File: config.mk
export PLATFORM = sky130hd
export DESIGN_NAME = sram_array_ctrl_flat
export DESIGN_NICKNAME = d
export VERILOG_FILES = /design/src/rtl/sram_array_ctrl_if.sv /design/src/rtl/sram_array_ctrl.sv /design/src/flat_wrapper.sv
export SDC_FILE = /design/constraint.sdc
export NUM_CORES = 1
export LEC_CHECK = 0
export CAP_MARGIN = 20
export CORE_UTILIZATION = 40
export DETAILED_ROUTE_END_ITERATION = 7
export PLACE_DENSITY = 0.81
export SETUP_SLACK_MARGIN = 0.15
export SLEW_MARGIN = 20
export SYNTH_ARGS = -nofsm -noshare
export SYNTH_HDL_FRONTEND = slang
export SYNTH_SLANG_ARGS = --single-unit
File: constraint.sdc
create_clock -name clk -period 2.12 [get_ports clk]
set_input_delay 0.53 -clock clk [delete_from_list [all_inputs] [get_ports clk]]
set_output_delay 0.53 -clock clk [all_outputs]
set_load 0.1 [all_outputs]
File: src/rtl/sram_array_ctrl_if.sv
// Request/response bus between a bus-side master and the SRAM array controller.
interface sram_array_ctrl_if #(
  parameter int DW = 8,
  parameter int AW = 4
);
  logic          req_valid;
  logic          req_ready;
  logic          req_we;
  logic [AW-1:0] req_addr;
  logic [DW-1:0] req_wdata;
  logic          rsp_valid;
  logic [DW-1:0] rsp_rdata;

  modport master (
    output req_valid, req_we, req_addr, req_wdata,
    input  req_ready, rsp_valid, rsp_rdata
  );

  modport slave (
    input  req_valid, req_we, req_addr, req_wdata,
    output req_ready, rsp_valid, rsp_rdata
  );
endinterface

File: src/rtl/sram_array_ctrl.sv
// Sequences row-select and write-enable waveforms for an array of SRAM latch
// cells from a single-word valid/ready request; every output is registered.
//   state   | meaning
//   IDLE    | ready for a request, array deselected
//   SETUP   | cell_din settling before any row is selected
//   ACCESS  | row selected; write pulse (WR_PULSE cycles) or 1-cycle read
//   RECOVER | row deselected, rsp_valid pulse
module sram_array_ctrl #(
  parameter int DW       = 8,
  parameter int AW       = 4,
  parameter int WR_PULSE = 2
) (
  input  logic                 clk,
  input  logic                 rst_n,
  sram_array_ctrl_if.slave     bus,
  output logic [2**AW-1:0]     cell_sel,
  output logic                 cell_rdwrt,
  output logic [DW-1:0]        cell_din,
  input  logic [DW-1:0]        cell_dout
);
  localparam int CW = (WR_PULSE > 1) ? $clog2(WR_PULSE) : 1;

  typedef enum logic [1:0] {IDLE, SETUP, ACCESS, RECOVER} state_t;

  state_t              state_q, state_d;
  logic                we_q, we_d;
  logic [AW-1:0]       addr_q, addr_d;
  logic [DW-1:0]       din_q, din_d;
  logic [CW-1:0]       cnt_q, cnt_d;
  logic [DW-1:0]       rdata_q, rdata_d;
  logic                ready_q, ready_d;
  logic                rsp_valid_q, rsp_valid_d;
  logic [2**AW-1:0]    sel_q, sel_d;
  logic                rdwrt_q, rdwrt_d;

  always_ff @(posedge clk) begin
    if (!rst_n) begin
      state_q     <= IDLE;
      we_q        <= 1'b0;
      addr_q      <= '0;
      din_q       <= '0;
      cnt_q       <= '0;
      rdata_q     <= '0;
      ready_q     <= 1'b1;
      rsp_valid_q <= 1'b0;
      sel_q       <= '0;
      rdwrt_q     <= 1'b1;
    end else begin
      state_q     <= state_d;
      we_q        <= we_d;
      addr_q      <= addr_d;
      din_q       <= din_d;
      cnt_q       <= cnt_d;
      rdata_q     <= rdata_d;
      ready_q     <= ready_d;
      rsp_valid_q <= rsp_valid_d;
      sel_q       <= sel_d;
      rdwrt_q     <= rdwrt_d;
    end
  end

  always_comb begin
    state_d = state_q;
    we_d    = we_q;
    addr_d  = addr_q;
    din_d   = din_q;
    cnt_d   = cnt_q;
    rdata_d = rdata_q;
    case (state_q)
      IDLE: begin
        if (bus.req_valid && ready_q) begin
          we_d   = bus.req_we;
          addr_d = bus.req_addr;
          if (bus.req_we) din_d = bus.req_wdata;
          state_d = SETUP;
        end
      end
      SETUP: begin
        cnt_d   = CW'(WR_PULSE - 1);
        state_d = ACCESS;
      end
      ACCESS: begin
        if (we_q) begin
          // write pulse length is a down-counter to terminal count zero
          if (cnt_q == '0) state_d = RECOVER;
          else             cnt_d   = cnt_q - CW'(1);
        end else begin
          rdata_d = cell_dout;
          state_d = RECOVER;
        end
      end
      RECOVER: state_d = IDLE;
      default: state_d = IDLE;
    endcase

    // outputs are decoded from the next state so they register in step with it
    ready_d     = (state_d == IDLE);
    rsp_valid_d = (state_d == RECOVER);
    rdwrt_d     = !((state_d == ACCESS) && we_d);
    sel_d       = '0;
    if (state_d == ACCESS) sel_d[addr_d] = 1'b1;
  end

  assign bus.req_ready = ready_q;
  assign bus.rsp_valid = rsp_valid_q;
  assign bus.rsp_rdata = rdata_q;
  assign cell_sel      = sel_q;
  assign cell_rdwrt    = rdwrt_q;
  assign cell_din      = din_q;
endmodule

File: src/flat_wrapper.sv
// flat-port wrapper written by rule: the top's interface ports become plain ports
module sram_array_ctrl_flat 
#(
  parameter int DW       = 8,
  parameter int AW       = 4,
  parameter int WR_PULSE = 2
)
  (clk, rst_n, cell_sel, cell_rdwrt, cell_din, cell_dout, bus_req_valid, bus_req_we, bus_req_addr, bus_req_wdata, bus_req_ready, bus_rsp_valid, bus_rsp_rdata);
  sram_array_ctrl_if #(.DW(DW), .AW(AW)) bus_i ();
  input  logic clk;
  input  logic rst_n;
  output logic [2**AW-1:0] cell_sel;
  output logic cell_rdwrt;
  output logic [DW-1:0] cell_din;
  input  logic [DW-1:0] cell_dout;
  input wire logic [$bits(bus_i.req_valid)-1:0] bus_req_valid;
  input wire logic [$bits(bus_i.req_we)-1:0] bus_req_we;
  input wire logic [$bits(bus_i.req_addr)-1:0] bus_req_addr;
  input wire logic [$bits(bus_i.req_wdata)-1:0] bus_req_wdata;
  output wire logic [$bits(bus_i.req_ready)-1:0] bus_req_ready;
  output wire logic [$bits(bus_i.rsp_valid)-1:0] bus_rsp_valid;
  output wire logic [$bits(bus_i.rsp_rdata)-1:0] bus_rsp_rdata;
  assign bus_i.req_valid = bus_req_valid;
  assign bus_i.req_we = bus_req_we;
  assign bus_i.req_addr = bus_req_addr;
  assign bus_i.req_wdata = bus_req_wdata;
  assign bus_req_ready = bus_i.req_ready;
  assign bus_rsp_valid = bus_i.rsp_valid;
  assign bus_rsp_rdata = bus_i.rsp_rdata;
  sram_array_ctrl #(.DW(DW), .AW(AW), .WR_PULSE(WR_PULSE)) u_core (.clk(clk), .rst_n(rst_n), .bus(bus_i), .cell_sel(cell_sel), .cell_rdwrt(cell_rdwrt), .cell_din(cell_din), .cell_dout(cell_dout));
endmodule
==> run summary <==
clock sinks: 43
Post-CTS Hold Fix Bufs: 0
post-synthesis sequential area ratio: 57.3%
number of global-route vias before repair: 1202
period utilization: 70.9%
CP peak stage delay: 0.45 ns
Gate Count Post-Synth: 141
placed instance area: 0.00205 mm^2
Synthesis Warnings: 0
status: finished, final reports clean
Startpoint Class: input pin
TritonCTS clock tree: yes
Placer Congestion: 0.717
P&R area growth vs syn: 43.3%
Rel. slew slack: 68.6%
M3 GR Usage: 6.34%
RSZ-0062 raised after global routing: false
# port buffers: 58
DR WL/cell: 12.5 um
total power: 1.94 mW
GRT Total Usage: 17.0%
total routed wirelength: 3.10 mm
Leakage: 0.931 nW
clock slew at reported path FFs: 0.08 ns
Congestion Overflow GR: 0
share of layout cells above drive strength 1: 25.6%
Detail Placement HPWL: 2.31 mm
Final WS setup: 0.618 ns
DIE HEIGHT: 63.3 um
Top Usage Layer GRT: met2
Clock Latency Late Sink: 0.29 ns
first-pass GRT wire length: 5.22 mm
mapped cell area: 0.00150 mm^2
CTS Buf Count: 5
FF/Latch Area: 861 um^2
largest net degree at the start of global routing: 21
Setup Skew: 0.00357 ns
antenna viol nets, final: 0
Setup Fix Bufs, Post-CTS: 0
Initial Util: 43.3%
critical path endpoint category: register
root buf cell: clkbuf_8
CP Max Fanout: 9
Worst Path Required: 2.30 ns
post-route setup TNS: 0 ns
pre-CTS setup slack: 0.306 ns
routing usage on met2: 29.3%
clock buffer depth: 2
# IOs: 59
Iteration-0 DRC Markers: 47
core footprint: 0.00347 mm^2
CTS resizes: 0
Pwr Density: 903 mW/mm^2
HP Class: register to register
via count: 1203
library cells used by synthesis: 26
Vias/cell: 4.83
CP Class: input pin to register
Avg Inst Size Synth: 10.7 um^2
commonest cells after routing, fill and taps aside: 43 x dfxtp_1, 39 x buf_4, 23 x clkdlybuf4s50_1
num rows: 21
final setup fails: 0
Residual DRC: 0
Final Util: 62.1%
max-slew violations: 0
GR Layer Usage met1: 18.3%
initial antenna violation count: 0
fill count: 297
Worst-Margin Slew: 0.470 ns
TritonRoute pass-1 iters: 4
DIE AREA: 0.00401 mm^2
CP cell instances: clkdlybuf4s50_1 > nor4bb_2 > buf_4 > nand2_4 > mux2i_1
CTS H-tree depth: 2
fmax: 666 MHz
critical path's slowest cell: clkdlybuf4s50_1
most common cell after layout, fill and taps aside: dfxtp_1
Nets: 226
worst vdd rail ir drop: 0.451 mV
register bit count reported by yosys: 43
Design Area, Final: 0.00215 mm^2
n_diodes: 0
Final Hold Vio Count: 0
Synthesized Nets: 165
multi-input logic area: 601 um^2
Tmin final: 1.50 ns
arrival time at the worst endpoint: 1.68 ns
MaxCap Viol Count: 0
Horiz. Die Dim: 63.3 um
-- layout make-up --
cell class	count	area share, %
Clock buffer	7	4.47
Clock inverter	1	0.349
Inverter	2	0.349
Multi-Input combinational cell	88	27.9
Sequential cell	43	40.0
Tap cell	46	2.67
Timing Repair Buffer	62	24.3
-- report_power, final --
part	switching [mW]	internal, mW
clock network	0.266	0.296
registers	0.0440	0.856
logic	0.326	0.157
-- path summary, 6_finish.rpt --
kind / start / endpoint / slack (ns) / cells after the start
worst max register to register: u_core.state_q[0]$_SDFF_PN0_ / u_core.cell_sel[14]$_SDFF_PN0_ / 0.62 / 3
worst min register to register: u_core.cell_din[1]$_SDFFE_PN0P_ / u_core.cell_din[1]$_SDFFE_PN0P_ / 0.46 / 2
worst max-delay path: bus_req_valid / u_core.cell_din[7]$_SDFFE_PN0P_ / 0.62 / 5
worst min-delay path: u_core.cell_din[1]$_SDFFE_PN0P_ / u_core.cell_din[1]$_SDFFE_PN0P_ / 0.46 / 2
-- synth_stat cells --
master,count,area share [%]
and4b_1,1,0.67
buf_2,2,0.67
inv_1,2,0.50
nand2_1,20,5.0
nand2_4,1,0.75
o211a_1,1,0.67
nor4_1,8,3.3
nand3_1,1,0.33
o21a_1,1,0.50
mux2i_1,20,13
o31ai_1,1,0.50
nor2b_1,15,6.2
nor3_1,8,2.7
o211ai_2,1,0.83
nor4bb_1,1,0.67
buf_4,2,1.0
a21o_1,1,0.50
clkbuf_1,4,1.0
dfxtp_1,43,57
a21boi_1,1,0.50
o21ai_2,1,0.58
a21oi_1,1,0.33
or2_2,1,0.42
nor3b_1,1,0.50
nand2b_1,2,0.83
and3_1,1,0.42
-- metal layers --
metal,wire [um],part of all wire [%]
met1,1250,40
met2,1590,51
met3,207,6.7
met4,51,1.6
met5,0,0
-- logic make-up after synthesis --
family | Yosys count | synth area share (%)
AND/OR/NAND/NOR | 60 | 21.8
flip-flops | 43 | 57.3
multiplexers | 20 | 13.3
buffers and inverters | 10 | 3.16
AO/OA/AOI/OAI | 8 | 4.41
-- state kept, by name, summed over array words and instances (netlist names) --
signal / count
u_core.state_q: 2
u_core.cnt_q: 1
u_core.addr_q: 4
u_core.we_q: 1
u_core.bus.req_ready: 1
u_core.bus.rsp_rdata: 8
u_core.bus.rsp_valid: 1
u_core.cell_din: 8
u_core.cell_sel: 16
u_core.cell_rdwrt: 1
-- metrics by stage --
| stage | hold slack, ns | instances |
|---|---|---|
| after floorplan | 0.415 | 141 |
| after global placement | 0.449 | 241 |
| after detailed placement | 0.456 | 241 |
| after CTS | 0.468 | 249 |
| after global routing | 0.489 | 249 |
| final | 0.464 | 249 |
-- critical path: cells and delay by family --
family / cells / cell delay, ns
AND/OR/NAND/NOR: 2 / 0.33
multiplexers: 1 / 0.14
buffers and inverters: 2 / 0.68
Power figures use the tool's default switching activity.
